File: config.mk
export PLATFORM = sky130hd
export DESIGN_NAME = ask2_demod_flat
export DESIGN_NICKNAME = d
export VERILOG_FILES = /design/src/rtl/ask2_pkg.sv /design/src/rtl/ask2_demod_if.sv /design/src/rtl/ask2_int_dump.sv /design/src/rtl/ask2_demod.sv /design/src/flat_wrapper.sv
export SDC_FILE = /design/constraint.sdc
export NUM_CORES = 1
export LEC_CHECK = 0
export BUFFER_PORTS_ARGS = -buffer_cell sky130_fd_sc_hd__buf_2
export CAP_MARGIN = 30
export CORE_ASPECT_RATIO = 1.5
export CORE_MARGIN = 2
export CORE_UTILIZATION = 65
export CTS_CLUSTER_DIAMETER = 200
export CTS_CLUSTER_SIZE = 30
export DETAILED_ROUTE_END_ITERATION = 10
export HOLD_SLACK_MARGIN = 0.03
export PLACE_DENSITY = 0.86
export SYNTH_ARGS = -nofsm -noshare
export SYNTH_HDL_FRONTEND = slang
export SYNTH_SLANG_ARGS = --single-unit
File: constraint.sdc
create_clock -name sys_clk -period 5.2 [get_ports sys_clk]
set_clock_uncertainty 0.1 [all_clocks]
set_input_delay 0.52 -clock sys_clk [delete_from_list [all_inputs] [get_ports sys_clk]]
set_output_delay 0.52 -clock sys_clk [all_outputs]
set_load 0.02 [all_outputs]
File: src/rtl/ask2_pkg.sv
// Shared types and Q1.15 helpers for the 2ASK receive path.
package ask2_pkg;

  typedef enum logic {HUNT = 1'b0, TRACK = 1'b1} state_t;

  localparam int SAMPLE_W = 16;
  localparam int ACC_W    = 32;

  localparam logic [SAMPLE_W-1:0] Q15_MAX = 16'h7FFF;
  localparam logic [SAMPLE_W-1:0] Q15_MIN = 16'h8000;

  // Full-wave rectify; the most negative code has no positive twin and clips.
  function automatic logic [SAMPLE_W-1:0] q15_abs(input logic [SAMPLE_W-1:0] x);
    if (x == Q15_MIN) return Q15_MAX;
    else if (x[SAMPLE_W-1]) return -x;
    else return x;
  endfunction

endpackage

File: src/rtl/ask2_demod_if.sv
// Sample stream in, recovered bit stream out, for the 2ASK demodulator.
interface ask2_demod_if;

  logic                           in_valid;
  logic [ask2_pkg::SAMPLE_W-1:0]  in_data;
  logic                           bit_out;
  logic                           bit_valid;
  logic [ask2_pkg::ACC_W-1:0]     energy;
  logic                           locked;

  modport master (output in_valid, in_data, input bit_out, bit_valid, energy, locked);
  modport slave  (input in_valid, in_data, output bit_out, bit_valid, energy, locked);

endinterface

File: src/rtl/ask2_int_dump.sv
// Integrate-and-dump over one bit window, slices the sum against THRESH.
// Latency: decision registered one edge after the window's last enabled sample; no backpressure.
module ask2_int_dump
  import ask2_pkg::*;
#(
  parameter int               SAMPLES_PER_BIT = 500,
  parameter logic [ACC_W-1:0] THRESH          = 32'd5_000_000
) (
  input  logic                sys_clk,
  input  logic                sys_rst,
  input  logic                clear,
  input  logic                en,
  input  logic [SAMPLE_W-1:0] abs_val,
  output logic                dump_next,
  output logic                bit_next,
  output logic                dump,
  output logic                bit_dec,
  output logic [ACC_W-1:0]    energy
);

  localparam logic [15:0] LAST = 16'(SAMPLES_PER_BIT - 1);

  logic [15:0]      cnt;
  logic [ACC_W-1:0] acc;
  logic [ACC_W-1:0] sum;

  always_comb begin
    sum       = acc + ACC_W'(abs_val);
    dump_next = en && !clear && (cnt == LAST);
    bit_next  = (sum >= THRESH);
  end

  always_ff @(posedge sys_clk or posedge sys_rst) begin
    if (sys_rst) begin
      cnt     <= '0;
      acc     <= '0;
      dump    <= 1'b0;
      bit_dec <= 1'b0;
      energy  <= '0;
    end else begin
      dump <= 1'b0;
      if (clear) begin
        cnt <= '0;
        acc <= '0;
      end else if (en) begin
        if (cnt == LAST) begin
          energy  <= sum;
          bit_dec <= bit_next;
          dump    <= 1'b1;
          cnt     <= '0;
          acc     <= '0;
        end else begin
          acc <= sum;
          cnt <= cnt + 16'd1;
        end
      end
    end
  end

endmodule

File: src/rtl/ask2_demod.sv
// Non-coherent 2ASK receiver: rectify, integrate-and-dump, slice; timing acquired on carrier onset.
// Latency: bit_valid on the 2nd edge after the last sample of a bit; no backpressure, in_valid gaps stretch the window.
module ask2_demod
  import ask2_pkg::*;
#(
  parameter int                  SAMPLES_PER_BIT = 500,
  parameter logic [ACC_W-1:0]    THRESH          = 32'd5_000_000,
  parameter logic [SAMPLE_W-1:0] ONSET_LEVEL     = 16'd8192,
  parameter int                  IDLE_BITS       = 16
) (
  input logic         sys_clk,
  input logic         sys_rst,
  ask2_demod_if.slave bus
);

  localparam logic [7:0] IDLE_LAST = 8'(IDLE_BITS - 1);

  state_t              state, state_nxt;
  logic [SAMPLE_W-1:0] abs_r;
  logic                abs_v;
  logic [7:0]          idle_cnt;
  logic                onset, en, clear, locked;
  logic                dump_next, bit_next, dump, bit_dec;
  logic [ACC_W-1:0]    energy;

  always_ff @(posedge sys_clk or posedge sys_rst) begin
    if (sys_rst) begin
      abs_r <= '0;
      abs_v <= 1'b0;
    end else begin
      abs_r <= q15_abs(bus.in_data);
      abs_v <= bus.in_valid;
    end
  end

  assign onset = abs_v && (abs_r >= ONSET_LEVEL);

  always_ff @(posedge sys_clk or posedge sys_rst) begin
    if (sys_rst) state <= HUNT;
    else         state <= state_nxt;
  end

  always_comb begin
    state_nxt = state;
    case (state)
      HUNT:    if (onset) state_nxt = TRACK;
      TRACK:   if (dump_next && !bit_next && idle_cnt == IDLE_LAST) state_nxt = HUNT;
      default: state_nxt = HUNT;
    endcase
  end

  // The onset sample itself opens the window, so the integrator is enabled on that cycle too.
  always_comb begin
    locked = (state == TRACK);
    clear  = (state == HUNT) && !onset;
    en     = abs_v && ((state == TRACK) || onset);
  end

  always_ff @(posedge sys_clk or posedge sys_rst) begin
    if (sys_rst) begin
      idle_cnt <= '0;
    end else if (state == HUNT) begin
      idle_cnt <= '0;
    end else if (dump_next) begin
      if (bit_next || idle_cnt == IDLE_LAST) idle_cnt <= '0;
      else                                   idle_cnt <= idle_cnt + 8'd1;
    end
  end

  ask2_int_dump #(
    .SAMPLES_PER_BIT (SAMPLES_PER_BIT),
    .THRESH          (THRESH)
  ) u_int_dump (
    .sys_clk   (sys_clk),
    .sys_rst   (sys_rst),
    .clear     (clear),
    .en        (en),
    .abs_val   (abs_r),
    .dump_next (dump_next),
    .bit_next  (bit_next),
    .dump      (dump),
    .bit_dec   (bit_dec),
    .energy    (energy)
  );

  assign bus.bit_out   = bit_dec;
  assign bus.bit_valid = dump;
  assign bus.energy    = energy;
  assign bus.locked    = locked;

endmodule
File: src/flat_wrapper.sv
// flat-port wrapper written by rule: the top's interface ports become plain ports
module ask2_demod_flat import ask2_pkg::*;
#(
  parameter int                  SAMPLES_PER_BIT = 500,
  parameter logic [ACC_W-1:0]    THRESH          = 32'd5_000_000,
  parameter logic [SAMPLE_W-1:0] ONSET_LEVEL     = 16'd8192,
  parameter int                  IDLE_BITS       = 16
)
  (sys_clk, sys_rst, bus_in_valid, bus_in_data, bus_bit_out, bus_bit_valid, bus_energy, bus_locked);
  ask2_demod_if bus_i ();
  input logic sys_clk;
  input logic sys_rst;
  input wire logic [$bits(bus_i.in_valid)-1:0] bus_in_valid;
  input wire logic [$bits(bus_i.in_data)-1:0] bus_in_data;
  output wire logic [$bits(bus_i.bit_out)-1:0] bus_bit_out;
  output wire logic [$bits(bus_i.bit_valid)-1:0] bus_bit_valid;
  output wire logic [$bits(bus_i.energy)-1:0] bus_energy;
  output wire logic [$bits(bus_i.locked)-1:0] bus_locked;
  assign bus_i.in_valid = bus_in_valid;
  assign bus_i.in_data = bus_in_data;
  assign bus_bit_out = bus_i.bit_out;
  assign bus_bit_valid = bus_i.bit_valid;
  assign bus_energy = bus_i.energy;
  assign bus_locked = bus_i.locked;
  ask2_demod #(.SAMPLES_PER_BIT(SAMPLES_PER_BIT), .THRESH(THRESH), .ONSET_LEVEL(ONSET_LEVEL), .IDLE_BITS(IDLE_BITS)) u_core (.sys_clk(sys_clk), .sys_rst(sys_rst), .bus(bus_i));
endmodule
==> out/metrics.csv <==
stage,metric,value,unit
placed_design,place.gp.congestion,0.961,
final_layout,diodes,0,
global_routing,grt_util_all_layers,32.3,%
synthesis,synth_compound_area_share,19.9,%
synthesis,synth-adder-area-share,4.17,%
sta,tightest_slew,1050,ps
synthesis,synth_top_area_share,43.7,%
route,drc_errors,0,
synthesis,synth-main-ff-cell,dfrtp_1,
synthesis,synth_top_family_by_area,simple AND/OR/NAND/NOR gates,
critical_path,crit_path_start,u_core.u_int_dump.acc[0]$_DFFE_PP0P_,
final_layout,mostFrequentLayoutCells,"nand2_1, dfrtp_1, o21ai_0, buf_2, nor2_1",
critical_path,crit-reg2reg-capture,u_core.bus.locked$_DFF_PP0_,
synthesis,synth_cell_types,62,
clock_network,tritoncts,done,
placed_design,place_ws,1400,ps
die,die_width,83.7,um
synthesis,syn_area,6190,sq um
critical_path,worstSetupEndpoint,u_core.bus.locked$_DFF_PP0_,
route,via_count,5519,
final_layout,drive_gt1_share,12.8,%
clock_network,hold_buffers,0,
placed_design,portBuffers,53,
clock_network,cts_root_buf,clkbuf_16,
sta,relSlewSlack,29.2,%
route,wl_per_cell,18.3,um
sta,fmax,255,MHz
clock_network,clk_pin_slew_worst_paths,70,ps
clock_network,clk_latency,350,ps
critical_path,critPathCaptureType,flop,
critical_path,worstPathMaxFanout,12,
synthesis,synth-xor-area-share,7.50,%
sta,finalCritPeriodShare,75.3,%
synthesis,synth_area_leaders,"dfrtp_1, nand2_1, o21ai_0",
route,first_iter_violations,408,
sta,period_needed,3920,ps
sta,rsz0062_at_grt,no,
status,outcome,finished clean,
final_layout,area_delta_synth_final,9.87,%
critical_path,critical_path_class,reg2reg,
die,dieArea,10300,sq um
critical_path,cp.required,5340,ps
route,dr.pass1.iters,6,
synthesis,synth_edf_count,0,
synthesis,synth_cells,700,
clock_network,post_cts_resized,0,
global_routing,grt_overflow,0,
global_routing,grt_pass1_wl,26.5,mm
critical_path,r2r-start,u_core.u_int_dump.acc[0]$_DFFE_PP0P_,
pwr,ir_drop,0.238,mV
die,ios,54,
synthesis,synth.net_count,739,
clock_network,cts_buffer_depth,2,
pwr,p_leak,3.21,nW
route,drtAntennaViolNets,0,
synthesis,ys_seq_elements,108,
placed_design,dp_hpwl,11.1,mm
route,wl,15.6,mm
synthesis,avgSynthCellArea,8.84,sq um
critical_path,reg2regPathDepth,13,
sta,finalMaxSlewViolations,0,
sta,whs,124,ps
sta,setup_ws,1280,ps
final_layout,nets,777,
final_layout,fillers,693,
pwr,powerDensity,397,nW/um^2
clock_network,post-cts-setup-buffers,0,
final_layout,regArea,2700,sq um
route,vias_per_cell,6.45,
clock_network,cts_buffers,9,
synthesis,synth_area_leader_cell,dfrtp_1,
sta,setup_viol,0,
global_routing,antenna_found_initial,0,
final_layout,multi_input_area,3290,sq um
sta,finalHoldViolCount,0,
critical_path,rrSetupSlack,1280,ps
global_routing,grt_max_degree,64,
sta,setup_tns,0,ps
critical_path,critPathLaunchType,flop,
global_routing,grt_pass1_vias,5584,
die,rows,43,
synthesis,yosysSeqAreaShare,43.7,%
min_path,hold_path_class,in2async,
synthesis,muxShareOfSynthArea,0.506,%
synthesis,async_flop_share,100,%
final_layout,layout_commonest_cell,nand2_1,
die,die_h,123,um
synthesis,yosysWarnings,0,
clock_network,cts.sink_count,108,
die,start_util,66.8,%
clock_network,htreeDepth,3,
critical_path,arrival,4060,ps
synthesis,synth_simple_gate_area_share,21.2,%
die,core,9250,sq um
flow_run,drv_cap,0,
-- Yosys cell counts (3+ instances only) --
cell type and n:
nand2_1 144, dfrtp_1 108, o21ai_0 76, nor2_1 44, xor2_1 34, clkbuf_1 30, a21oi_1 25, ha_1 19
xnor2_1 19, nand3_1 17, inv_1 16, a21o_1 11, or3_1 11, and3_1 10, nand4_1 10, nor3_1 9
o31ai_1 9, a22o_1 8, nand2b_1 8, nor4_1 7, o211ai_1 7, a211o_1 4, and2_1 4, nor2b_1 4
o41a_1 4, or2_2 4, a21boi_0 3, a221oi_1 3, a31oi_1 3, o21ai_2 3, o311a_1 3
-- power breakdown --
| part | switching (mW) | internal, mW |
|---|---|---|
| clock network | 0.308 | 0.340 |
| logic | 0.643 | 0.382 |
| registers | 0.0856 | 0.938 |
| total | 1.04 | 1.66 |
-- registers in the layout (all words and copies together) (netlist names) --
register	count
u_core.u_int_dump.acc	32
u_core.u_int_dump.energy	32
u_core.abs_r	16
u_core.u_int_dump.cnt	16
u_core.idle_cnt	8
u_core.abs_v	1
u_core.bus.locked	1
u_core.u_int_dump.bit_dec	1
u_core.u_int_dump.dump	1
-- layout make-up --
type	count	share of cell area, %
clock buffer	11	3.57
clock inverter	5	0.534
inverter	16	0.920
multi-input combinational	544	48.5
sequential	108	39.8
tap	112	2.06
timing repair buffer	59	4.68
-- worst max-delay path, stage by stage, from the launching register on --
cell      delay [ps]
dfrtp_1          370
ha_1             200
inv_1             70
fa_1             410
nand2b_1         210
a21oi_1          230
o21ai_1          160
a31oi_1          200
buf_4            210
nand2_1          120
a221oi_1         380
nand3_1          290
or4b_4           600
o31a_1           250
-- stage by stage --
stage | util, % | total power, mW | cells | instance area, sq um
finish | 73.4 | 2.70 | 855 | 6800
global route | 73.4 | 2.84 | 855 | 6800
CTS | 73.4 | 2.67 | 855 | 6800
floorplan | - | 1.75 | 700 | 6190
detailed placement | 70.4 | 2.01 | 839 | 6520
global placement | 70.3 | 1.95 | 838 | 6500
-- worst min-delay path by stage --
| stage | startpoint | to | depth (start not counted) |
|---|---|---|---|
| after CTS | sys_rst | u_core.u_int_dump.dump$_DFF_PP0_ | 2 |
| after global placement | u_core.u_int_dump.energy[13]$_DFFE_PP0P_ | u_core.u_int_dump.energy[13]$_DFFE_PP0P_ | 2 |
| after floorplan | u_core.u_int_dump.acc[11]$_DFFE_PP0P_ | u_core.u_int_dump.acc[11]$_DFFE_PP0P_ | 2 |
| after global routing | sys_rst | u_core.u_int_dump.dump$_DFF_PP0_ | 2 |
| final | sys_rst | u_core.u_int_dump.bit_dec$_DFFE_PP0P_ | 2 |
| after detailed placement | u_core.u_int_dump.energy[13]$_DFFE_PP0P_ | u_core.u_int_dump.energy[13]$_DFFE_PP0P_ | 2 |
-- cell families (layout without fill, tap and decap cells) --
logic type / after synthesis / after routing
simple gates: 284 / 284
compound gates: 184 / 184
flops: 108 / 108
xor+xnor: 53 / 53
buf+inv: 48 / 91
fa+ha+maj: 20 / 20
mux: 3 / 3
-- layer usage --
metal  vias up  GRT usage, %  wire, um
li1       2543             -         -
met1      2656          35.2      5620
met2       239          59.0      8210
met3        81          5.07       880
met4         0          19.6       894
met5         -             0         0
Note: power is estimated with default switching activity, not from simulation.
